===== src/rtl/io_input_responder_pkg.sv =====
// Shared types for the user-input responder: FSM state encoding and the
// width of the data word handed to the register file.
package io_input_responder_pkg;

  localparam int DATA_W = 32;

  typedef enum logic [1:0] {
    IDLE,
    WAIT_RELEASE,
    WAIT_PRESS,
    HOLD
  } state_t;

endpackage


===== src/rtl/io_debounce.sv =====
// Two-flop synchronizer plus counting debouncer for one push button.
// Produces a clean level and a one-clk pulse on each accepted 0->1 change.
module io_debounce #(
  parameter int DEBOUNCE_CYCLES = 50000
) (
  input  logic clk,
  input  logic reset,
  input  logic raw,
  output logic level,
  output logic rise
);

  localparam int CNT_W = (DEBOUNCE_CYCLES > 1) ? $clog2(DEBOUNCE_CYCLES) : 1;
  localparam logic [CNT_W-1:0] CNT_LAST = CNT_W'(DEBOUNCE_CYCLES - 1);

  logic             sync1;
  logic             sync2;
  logic [CNT_W-1:0] cnt;

  // NOTE: state is written with non-blocking assignments so every flop
  // samples the pre-edge values; blocking here would collapse the sync chain.
  always_ff @(posedge clk) begin
    if (reset) begin
      sync1 <= 1'b0;
      sync2 <= 1'b0;
      cnt   <= '0;
      level <= 1'b0;
      rise  <= 1'b0;
    end else begin
      sync1 <= raw;
      sync2 <= sync1;
      rise  <= 1'b0;
      // Any sample agreeing with the current level restarts the qualification run.
      if (sync2 == level) begin
        cnt <= '0;
      end else if (cnt == CNT_LAST) begin
        level <= sync2;
        rise  <= sync2;
        cnt   <= '0;
      end else begin
        cnt <= cnt + 1'b1;
      end
    end
  end

endmodule


===== src/rtl/io_input_responder.sv =====
// Responder for the CPU's user-input instruction: stalls the CPU until a
// debounced button press, captures the switch word and releases the stall.
module io_input_responder
  import io_input_responder_pkg::*;
#(
  parameter int DEBOUNCE_CYCLES = 50000,
  parameter int IN_W            = 14,
  parameter int SIGN_EXT        = 1
) (
  input  logic              clk,
  input  logic              reset,
  input  logic              inop,
  input  logic              clk_state,
  input  logic              bt,
  input  logic [IN_W-1:0]   in,
  output logic [DATA_W-1:0] du,
  output logic              await,
  output logic              captured
);

  state_t            state;
  state_t            next_state;
  logic              capture_now;
  logic [IN_W-1:0]   in_meta;
  logic [IN_W-1:0]   in_sync;
  logic [DATA_W-1:0] in_ext;
  logic              btn_db;
  logic              btn_rise;
  logic              cs_prev;
  logic              cs_rise;

  io_debounce #(
    .DEBOUNCE_CYCLES(DEBOUNCE_CYCLES)
  ) u_btn_debounce (
    .clk  (clk),
    .reset(reset),
    .raw  (bt),
    .level(btn_db),
    .rise (btn_rise)
  );

  assign cs_rise = clk_state & ~cs_prev;

  always_comb begin
    if (SIGN_EXT != 0) begin
      in_ext = {{(DATA_W-IN_W){in_sync[IN_W-1]}}, in_sync};
    end else begin
      in_ext = {{(DATA_W-IN_W){1'b0}}, in_sync};
    end
  end

  // NOTE: every output of this block gets a default first, so no path can
  // leave a signal unassigned and infer a latch.
  always_comb begin
    next_state  = state;
    capture_now = 1'b0;
    case (state)
      IDLE: begin
        if (inop) next_state = btn_db ? WAIT_RELEASE : WAIT_PRESS;
      end
      WAIT_RELEASE: begin
        if (!inop)        next_state = IDLE;
        else if (!btn_db) next_state = WAIT_PRESS;
      end
      WAIT_PRESS: begin
        // A withdrawn request beats a press arriving in the same clk.
        if (!inop) begin
          next_state = IDLE;
        end else if (btn_rise) begin
          next_state  = HOLD;
          capture_now = 1'b1;
        end
      end
      HOLD: begin
        if (cs_rise) next_state = IDLE;
      end
      default: next_state = IDLE;
    endcase
  end

  // Stall is combinational so it is already high in the clk inop rises.
  assign await = inop & (state != HOLD);

  always_ff @(posedge clk) begin
    if (reset) begin
      state    <= IDLE;
      in_meta  <= '0;
      in_sync  <= '0;
      cs_prev  <= 1'b0;
      du       <= '0;
      captured <= 1'b0;
    end else begin
      state    <= next_state;
      in_meta  <= in;
      in_sync  <= in_meta;
      cs_prev  <= clk_state;
      captured <= capture_now;
      if (capture_now) du <= in_ext;
    end
  end

endmodule


===== config.mk =====
export PLATFORM = sky130hd
export DESIGN_NAME = io_input_responder
export DESIGN_NICKNAME = d
export VERILOG_FILES = /design/src/rtl/io_input_responder_pkg.sv /design/src/rtl/io_debounce.sv /design/src/rtl/io_input_responder.sv
export SDC_FILE = /design/constraint.sdc
export NUM_CORES = 1
export LEC_CHECK = 0
export CAP_MARGIN = 20
export CORE_MARGIN = 2
export CORE_UTILIZATION = 35
export DETAILED_ROUTE_END_ITERATION = 8
export PLACE_DENSITY_LB_ADDON = 0.15
export SYNTH_ARGS = -nofsm -noshare
export SYNTH_HDL_FRONTEND = slang
export SYNTH_SLANG_ARGS = --single-unit

===== constraint.sdc =====
create_clock -name clk -period 1.84 [get_ports clk]
set_input_delay 0.276 -clock clk [delete_from_list [all_inputs] [get_ports clk]]
set_output_delay 0.276 -clock clk [all_outputs]
set_load 0.02 [all_outputs]

==> metrics.cfg <==
[status]
status = complete, no violations

[clocking]
clk_pin_slew_ps = 70
cts_buffer_depth = 2
cts_tree = done
cts_inserted_buffers = 9
cts_resized = 1
cts_sinks = 66
postCtsHoldBufs = 0
clock_latency_ps = 330
post_cts_buffers = 0
clockRootBuffer = clkbuf_8
htreeDepth = 3

[worst_setup_path]
cp_max_fo = 20
critPathTopFamily = buffers and inverters
crit_type = reg2out
crit_arrival_ps = 1480
cp-start-kind = register
worst-r2r-setup-slack_ps = 230
worst_r2r_path_depth = 4
cp.depth = 2
path_cells = buf_4 > clkdlybuf4s50_1
cp_slowest_stage_delay_ps = 640
critical_path_buf_inv_count = 2
worst_path_max_delay_cell = clkdlybuf4s50_1
regToRegEndpoint = u_btn_debounce.cnt[15]
endpoint_kind = output pin
r2r_start = u_btn_debounce.cnt[8]
crit_required_ps = 1560

[logic_synthesis]
ys_async_sr_fraction_pct = 0
synthFlopType = dfxtp_1
synth.ff_latch_count = 66
syn_nets = 268
ys_seq_area_share_pct = 55.3
ys_types = 34
syn_inst = 248
synth_edf_count = 0
syn_area_mm2 = 0.00239
ys_warn_count = 0
synth_area_per_cell_um2 = 9.63

[global_route]
grt_overflow = 0
grt_max_degree = 51
grt_pass1_vias = 1515
antenna_found_initial = 0
grt_pass1_wl_um = 7030
grt_usage_pct = 12.2

[sta]
fin_ws_ps = 86.5
max_freq_mhz = 570
timing.slew.headroom_pct = 67.4
finalCritPeriodShare_pct = 95.3
max_slew.worst_pin.slew_ps = 489
drv_slew = 0
finalClockSkew_ps = 5.62
hold_viol_final = 0
finalSetupTns_ps = 0
fin_hold_ws_ps = 246
fin_crit_ps = 1750
grt_setup_unrepaired = false
setup_viol_count_final = 0

[routing]
post_drt_wl_per_cell_um = 11.1
routed_wl_um = 4240
vias = 1747
first_pass_iters = 4
drt-initial-drc-count = 57
antenna_left = 0
vias_per_cell = 4.59
drc_errors = 0

[power_and_ir_drop]
p_per_area_mw_per_mm2 = 851
p_total_w = 0.00264
leakagePower_nw = 1.11
max-vdd-ir-drop_v = 0.000433

[worst_hold_path]
hp-class = in2reg
hold_depth = 4
hp-start = reset
hold_end = u_btn_debounce.rise

[placement]
port_buffers = 52
place_congestion = 0.798
detailed_place_hpwl_um = 2820
pre_cts_slack_ps = 4.03

[layout]
syn_to_final_growth_pct = 29.9
nets = 316
antennaDiodeCount = 0
most-common-layout-cells = 66 x dfxtp_1, 49 x clkdlybuf4s50_1, 35 x nand2_1
final_common_cell = dfxtp_1
drive_gt1_share_pct = 10.3

[die]
rows = 30
core-area_mm2 = 0.00668
initial_core_util_pct = 35.7
fp.dieW_um = 86.6
num_io_pins = 53
fp.dieH_um = 86.6
die_area_mm2 = 0.00750

[job]
maxCapViolCount = 0

[area by class of cell]
type | count | area, um^2
Multi-Input combinational cell | 155 | 896
Tap cell | 80 | 100
Clock buffer | 9 | 124
Clock inverter | 7 | 53.8
Fill cell | 667 | 3580
Sequential cell | 66 | 1320
Timing Repair Buffer | 64 | 607
[tightest hold or removal path: cells and delay by family]
family	cells	cell delay, ps
simple gates	3	160
buf+inv	1	90
[power by group]
group	internal [W]	total [W]	switching (W)
clock network	0.000497	0.00108	0.000579
registers	0.00146	0.00147	0.00000970
logic	0.0000578	0.0000924	0.0000346
total	0.00202	0.00264	0.000623
[cell families after synthesis]
group                    Yosys count  synth area share, %
AO/OA/AOI/OAI                     23                 5.24
XOR/XNOR                          13                 4.77
adder cells (fa/ha/maj)            1                0.524
buffers and inverters             27                 7.13
flip-flops                        66                 55.3
multiplexers                       1                0.419
AND/OR/NAND/NOR                  117                 26.6
[sequential cells by signal, summed over array words and instances (netlist names)]
register	flops
captured	1
in_sync	14
state	2
u_btn_debounce.cnt	16
u_btn_debounce.sync2	1
in_meta	14
u_btn_debounce.rise	1
u_btn_debounce.level	1
cs_prev	1
du	14
u_btn_debounce.sync1	1
[routing by layer]
layer  global-route usage (%)  share of wire (%)  up-vias
li1                         -                  -      898
met1                     15.9                 49      789
met2                     17.6                 42       51
met3                     4.10                6.2        9
met4                     6.82                2.0        0
met5                        0                  0        -
[per-stage QoR]
step / cell area (um^2) / utilization (%) / cells
6_report: 3100 / 46.4 / 381
2_1_floorplan: 2390 / - / 248
3_5_place_dp: 2920 / 43.7 / 365
4_1_cts: 3100 / 46.4 / 381
3_3_place_gp: 2920 / 43.7 / 365
5_1_grt: 3100 / 46.4 / 381
[worst max-delay path by stage]
stage,start,end,slack (ps)
finish,du[13],du[30],90
global route,du[13],du[16],0.4
CTS,du[13],du[30],60
detailed placement,inop,await,4
global placement,inop,await,20
floorplan,u_btn_debounce.cnt[0],u_btn_debounce.cnt[10],320
[cell usage after synthesis, drive strengths merged (2+ instances only)]
cell / n / area share [%]
a21oi: 18 / 3.8
nand4b: 2 / 0.73
nand4: 6 / 1.8
buf: 19 / 5.9
and3: 2 / 0.52
xor2: 6 / 2.2
xnor2: 7 / 2.6
clkbuf: 8 / 1.3
nor2: 16 / 2.5
nor3: 3 / 0.63
nand2: 35 / 5.5
nor4: 3 / 0.79
nand3b: 2 / 0.63
nor4bb: 2 / 0.84
nor2b: 32 / 8.4
dfxtp: 66 / 55
and4: 2 / 0.73
nand3: 5 / 1.0
Note: power is estimated with default switching activity, not from simulation.
==> RTL edit 1: new RTL, same settings <==
Encoding of `state_t`: now one-hot (4 bits for 4 states).
--- a/src/rtl/io_input_responder_pkg.sv
+++ b/src/rtl/io_input_responder_pkg.sv
@@ -4,11 +4,11 @@
 
   localparam int DATA_W = 32;
 
-  typedef enum logic [1:0] {
-    IDLE,
-    WAIT_RELEASE,
-    WAIT_PRESS,
-    HOLD
+  typedef enum logic [3:0] {
+    IDLE         = 4'b0001,
+    WAIT_RELEASE = 4'b0010,
+    WAIT_PRESS   = 4'b0100,
+    HOLD         = 4'b1000
   } state_t;
 
 endpackage
Formal check against the unedited RTL: same outputs for any inputs over 10 cycles, from zero or initial values and one cycle with reset high; not proved beyond that.
==> RTL edit 1 against the original RTL <==
- sequential power grew 4%
- setup slack lost 0.011 ns
- synthesized cell count grew 6.9%
- critical path depth rose by 2
- sequential cell count grew 2
- die area grew 5.7%
- global-route usage fell by 0.36 points
- area after synthesis increased by 6.0%
- fmax down 0.61%
- wire length rose by 3.1%
- utilization grew 0.26 points
- total power increased by 14%
- first-iteration DRC count increased by 37%
- design area up 7.4%
==> RTL edit 1: results (changes against the original RTL) <==
Outcome
  • Status: finished clean (unchanged)

Placement
  • RePlAce Congestion: 0.765 (was 0.798)
  • Placed cell count: 402 (was 365)
  • Pre-CTS setup slack: 0.0282 ns (was 0.00403 ns)
  • Hpwl dp: 3090 um (was 2820 um)

Worst setup path
  • Crit. path cell count: 4 (was 2)
  • CP Data Arrival Time: 1.99 ns (was 1.48 ns)
  • CP max stage cell: or4_4 (was clkdlybuf4s50_1)
  • Worst-path maximum fanout: 14 (was 20)
  • Crit-path leading delay family: simple AND/OR/NAND/NOR gates (was buffers and inverters)
  • Worst path max stage delay: 0.58 ns (was 0.64 ns)
  • Flop-to-flop setup slack: 0.08 ns (was 0.23 ns)
  • Worst r2r src: u_btn_debounce.cnt[4]$_SDFF_PP0_ (was u_btn_debounce.cnt[8]$_SDFF_PP0_)

Synthesis
  • Synth Area in XOR/XNOR: 5.19% (was 4.77%)
  • Share of cell area taken by muxes after synthesis: 0.395% (was 0.419%)
  • Register area share after synthesis: 53.8% (was 55.3%)
  • Syn nets: 285 (was 268)
  • Post-synth ARST share: 0% (unchanged)
  • Largest cells by area after synthesis: dfxtp_1 (54%), nor2b_1 (7.9%), buf_4 (5.3%), nand2_1 (5.0%), xnor2_1 (4.8%) (was dfxtp_1 (55%), nor2b_1 (8.4%), buf_4 (5.7%), nand2_1 (5.5%), a21oi_1 (3.8%))
  • Count of different cell masters after synthesis: 39 (was 34)
  • Synth Area in Adders: 0.494% (was 0.524%)
  • Post-synth top cells: dfxtp_1 (68), nand2_1 (34), nor2b_1 (32) (was dfxtp_1 (66), nand2_1 (35), nor2b_1 (32))
  • Syn Area/Cell: 9.55 um^2 (was 9.63 um^2)
  • Post-synthesis compound-gate area fraction: 5.04% (was 5.24%)

Power and ir drop
  • Lkg Pwr: 1.25 nW (was 1.11 nW)
  • Comb. pwr: 0.141 mW (was 0.0924 mW)
  • VDD IR max: 407 uV (was 433 uV)
  • Pint: 2.36 mW (was 2.02 mW)
  • Clock Power Share: 44.8% (was 40.8%)

Global route
  • Largest net degree at the start of global routing: 24 (was 51)
  • GR Util All Layers: 11.8% (was 12.2%)
  • First-pass GRT wire length: 7180 um (was 7030 um)
  • Vias in the first global route: 1592 (was 1515)

Clock network
  • Cts bufs inserted: 9 (unchanged)
  • Clock Path Buffers: 2 (unchanged)
  • Worst-skew pair later-pin latency: 0.33 ns (about the same)
  • Reg clk slew, reported paths: 0.07 ns (about the same)

Drt
  • Vias/cell: 4.29 (was 4.59)
  • DRT iter0 DRCs: 78 (was 57)
  • Final wirelength: 4370 um (was 4240 um)

Finish
  • Share of layout cells above drive strength 1: 11.9% (was 10.3%)
  • Nets: 334 (was 316)
  • Fin cells: 418 (was 381)

Timing
  • Slew @ Worst Pin: 0.381 ns (was 0.489 ns)
  • Clock Skews: 0.00811 ns (was 0.00562 ns)

Min path
  • Sink of the worst hold path: u_btn_debounce.level$_SDFFE_PP0P_ (was u_btn_debounce.rise$_SDFF_PP0_)
  • Hold-critical path depth: 2 (was 4)
RTL edit 1: cell types whose count changed in the layout (fill, tap and decap cells not counted), sizes merged, moves of 3 or more:
cell / change
dlymetal6s2s: +4
clkdlybuf4s50: -4
inv: +4
xor2: -5
xnor2: +7
nor3: +3
nor2: +7
RTL edit 1: routing by layer:
metal  vias up  GRT usage, %  share of wire (%)
met5         -             0                  0
met4         0          6.51                1.2
met3         7          3.32                5.4
met2        47          18.2                 44
met1       787          14.9                 50
li1        952             -                  -
RTL edit 1: area by class of cell:
type                            count  area share, %
Timing Repair Buffer               65           19.1
Sequential cell                    68           40.9
Clock buffer                        9           3.72
Clock inverter                      7           2.97
Tap cell                           99           3.72
Inverter                            4          0.451
Multi-Input combinational cell    166           29.1
RTL edit 1: through the flow:
| stage | cell area [um^2] | hold slack [ns] | power [mW] |
|---|---|---|---|
| 6_report | 3330 | 0.263 | 3.02 |
| 5_1_grt | 3330 | 0.267 | 3.14 |
| 4_1_cts | 3320 | 0.255 | 3.06 |
| 3_5_place_dp | 3090 | 0.423 | 1.71 |
| 3_3_place_gp | 3090 | 0.419 | 1.71 |
| 2_1_floorplan | 2530 | 0.404 | 1.64 |
RTL edit 1: how the worst max path moves through the flow:
stage	from	to	slack, ns
finish	u_btn_debounce.cnt[4]$_SDFF_PP0_	u_btn_debounce.cnt[5]$_SDFF_PP0_	0.08
global route	du[13]$_SDFFE_PP0P_	du[22]	0.0002
CTS	du[13]$_SDFFE_PP0P_	du[21]	0.03
detailed placement	inop	await	0.03
global placement	inop	await	0.04
floorplan	u_btn_debounce.cnt[4]$_SDFF_PP0_	u_btn_debounce.cnt[14]$_SDFF_PP0_	0.09
RTL edit 1: what timing repair did:
item	CTS	global route
setup buffers	0	0
endpoints found under the setup margin	1	8
resized for setup	3	5
==> RTL edit 2: new RTL, same flow settings <==
Without the edit above. `SIGN_EXT`: 1 -> 0.
--- a/src/rtl/io_input_responder.sv
+++ b/src/rtl/io_input_responder.sv
@@ -5,7 +5,7 @@
 #(
   parameter int DEBOUNCE_CYCLES = 50000,
   parameter int IN_W            = 14,
-  parameter int SIGN_EXT        = 1
+  parameter int SIGN_EXT        = 0
 ) (
   input  logic              clk,
   input  logic              reset,
Behaviour: same outputs for any inputs over 10 cycles, from zero or initial values and one cycle with reset high; that may be too few to reach the edited logic, so the function may still have changed.
==> RTL edit 2 against the original RTL <==
- critical path depth up 2
- wire length down 7.1%
- sequential cell count unchanged
- area after synthesis up 0.21%
- first-iteration DRC count down 70%
- die area up 0.20%
- utilization down 1.9 points
- synthesized cell count up 0.81%
- register-to-register slack worse by 0.05 ns
- sequential power about the same
- total power up 11%
- design area down 3.5%
- setup slack better by 0.089 ns
- critical endpoint is now u_btn_debounce.cnt[9]$_SDFF_PP0_
- largest power group unchanged
- highest routed layer unchanged
==> RTL edit 2: results (changes against the original RTL) <==
Timing
  • Hold WS: 0.206 ns (was 0.246 ns)
  • Max transition margin: 66.3% (was 67.4%)

Drt
  • Final wirelength: 3940 um (was 4240 um)
  • DR WL met2: 1720 um (was 1800 um)

Worst setup path
  • Worst r2r src: u_btn_debounce.cnt[12]$_SDFF_PP0_ (was u_btn_debounce.cnt[8]$_SDFF_PP0_)
  • CP Data Arrival Time: 1.88 ns (was 1.48 ns)
  • Worst r2r dst: u_btn_debounce.cnt[9]$_SDFF_PP0_ (was u_btn_debounce.cnt[15]$_SDFF_PP0_)

Synthesis
  • Syn Area/Cell: 9.57 um^2 (was 9.63 um^2)
  • Post-synth top cells: dfxtp_1 (66), nand2_1 (35), nor2b_1 (32) (unchanged)
  • Synth Area in Adders: 0.523% (was 0.524%)
  • Post-synthesis compound-gate area fraction: 4.50% (was 5.24%)
  • Count of different cell masters after synthesis: 32 (was 34)
  • Synth Area in XOR/XNOR: 5.49% (was 4.77%)

Power and ir drop
  • VDD IR max: 366 uV (was 433 uV)
  • NetSw: 0.632 mW (was 0.623 mW)

Placement
  • Placed cell count: 359 (was 365)
  • Hpwl dp: 2620 um (was 2820 um)
  • Pre-CTS setup slack: -0.00752 ns (was 0.00403 ns)
  • RePlAce Congestion: 0.760 (was 0.798)

Finish
  • Nets: 310 (was 316)
  • Fillers: 659 (was 667)

Global route
  • First-pass GRT wire length: 6610 um (was 7030 um)
  • GR Util All Layers: 11.6% (was 12.2%)

Outcome
  • Status: finished clean (unchanged)

Min path
  • Hold-critical path depth: 2 (was 4)
## RTL edit 2: cell types whose count changed after synthesis, sizes merged, moves of 3 or more
cell | before | now
xnor2 | 7 | 13
nor3 | 3 | 6
nor2 | 16 | 20
inv | 0 | 3
xor2 | 6 | 2
## RTL edit 2: through the flow
| step | power, mW | util, % |
|---|---|---|
| after floorplan | 1.61 | - |
| after global placement | 1.64 | 41.3 |
| after detailed placement | 1.64 | 41.3 |
| after CTS | 2.97 | 44.6 |
| after global routing | 3.05 | 44.6 |
| final | 2.92 | 44.6 |
## RTL edit 2: critical path: stages (launching register included)
cell,delay [ns]
dfxtp_1,0.35
nor4b_1,0.50
nand4_1,0.27
nand2_2,0.32
nor2_1,0.09
## RTL edit 2: worst max path at each step
stage               cells past startpoint  slack (ns)                           endpoint                               from
finish                                  4        0.18   u_btn_debounce.cnt[9]$_SDFF_PP0_  u_btn_debounce.cnt[12]$_SDFF_PP0_
global route                            4       0.004   u_btn_debounce.cnt[9]$_SDFF_PP0_  u_btn_debounce.cnt[12]$_SDFF_PP0_
CTS                                     4        0.14   u_btn_debounce.cnt[9]$_SDFF_PP0_  u_btn_debounce.cnt[12]$_SDFF_PP0_
detailed placement                      3      -0.008                              await                               inop
global placement                        3        0.02                              await                               inop
floorplan                               6        0.50  u_btn_debounce.cnt[14]$_SDFF_PP0_   u_btn_debounce.cnt[0]$_SDFF_PP0_
## RTL edit 2: logic make-up after synthesis
logic type,count (synthesis)
AOI/OAI and AO/OA,20
xor gates and xnor gates,15
adders and majority gates,1
buffers and inverters,30
DFF,66
muxes,1
other,1
and+or+nand+nor,116
## RTL edit 2: power by group through the flow
stage                     registers (mW)  logic [mW]  clock network [mW]
after floorplan                     1.50       0.111                   0
after global placement              1.51       0.131                   0
after detailed placement            1.51       0.131                   0
after CTS                           1.47       0.131                1.37
after global routing                1.48       0.143                1.43
final                               1.47       0.129                1.32
## RTL edit 2: final cells by class
cell class	count	area [um^2]	share of cell area, %
Sequential cell	66	1320	44.1
Multi-Input combinational cell	171	946	31.6
Timing Repair Buffer	39	397	13.2
Clock buffer	10	128	4.26
Tap cell	80	100	3.34
Clock inverter	6	91.3	3.05
Inverter	3	11.3	0.376
## RTL edit 2: layer usage
metal	vias up	GRT usage (%)
met3	2	4.76
met1	714	14.6
met5	-	0
met2	38	16.7
met4	0	6.39
li1	852	-
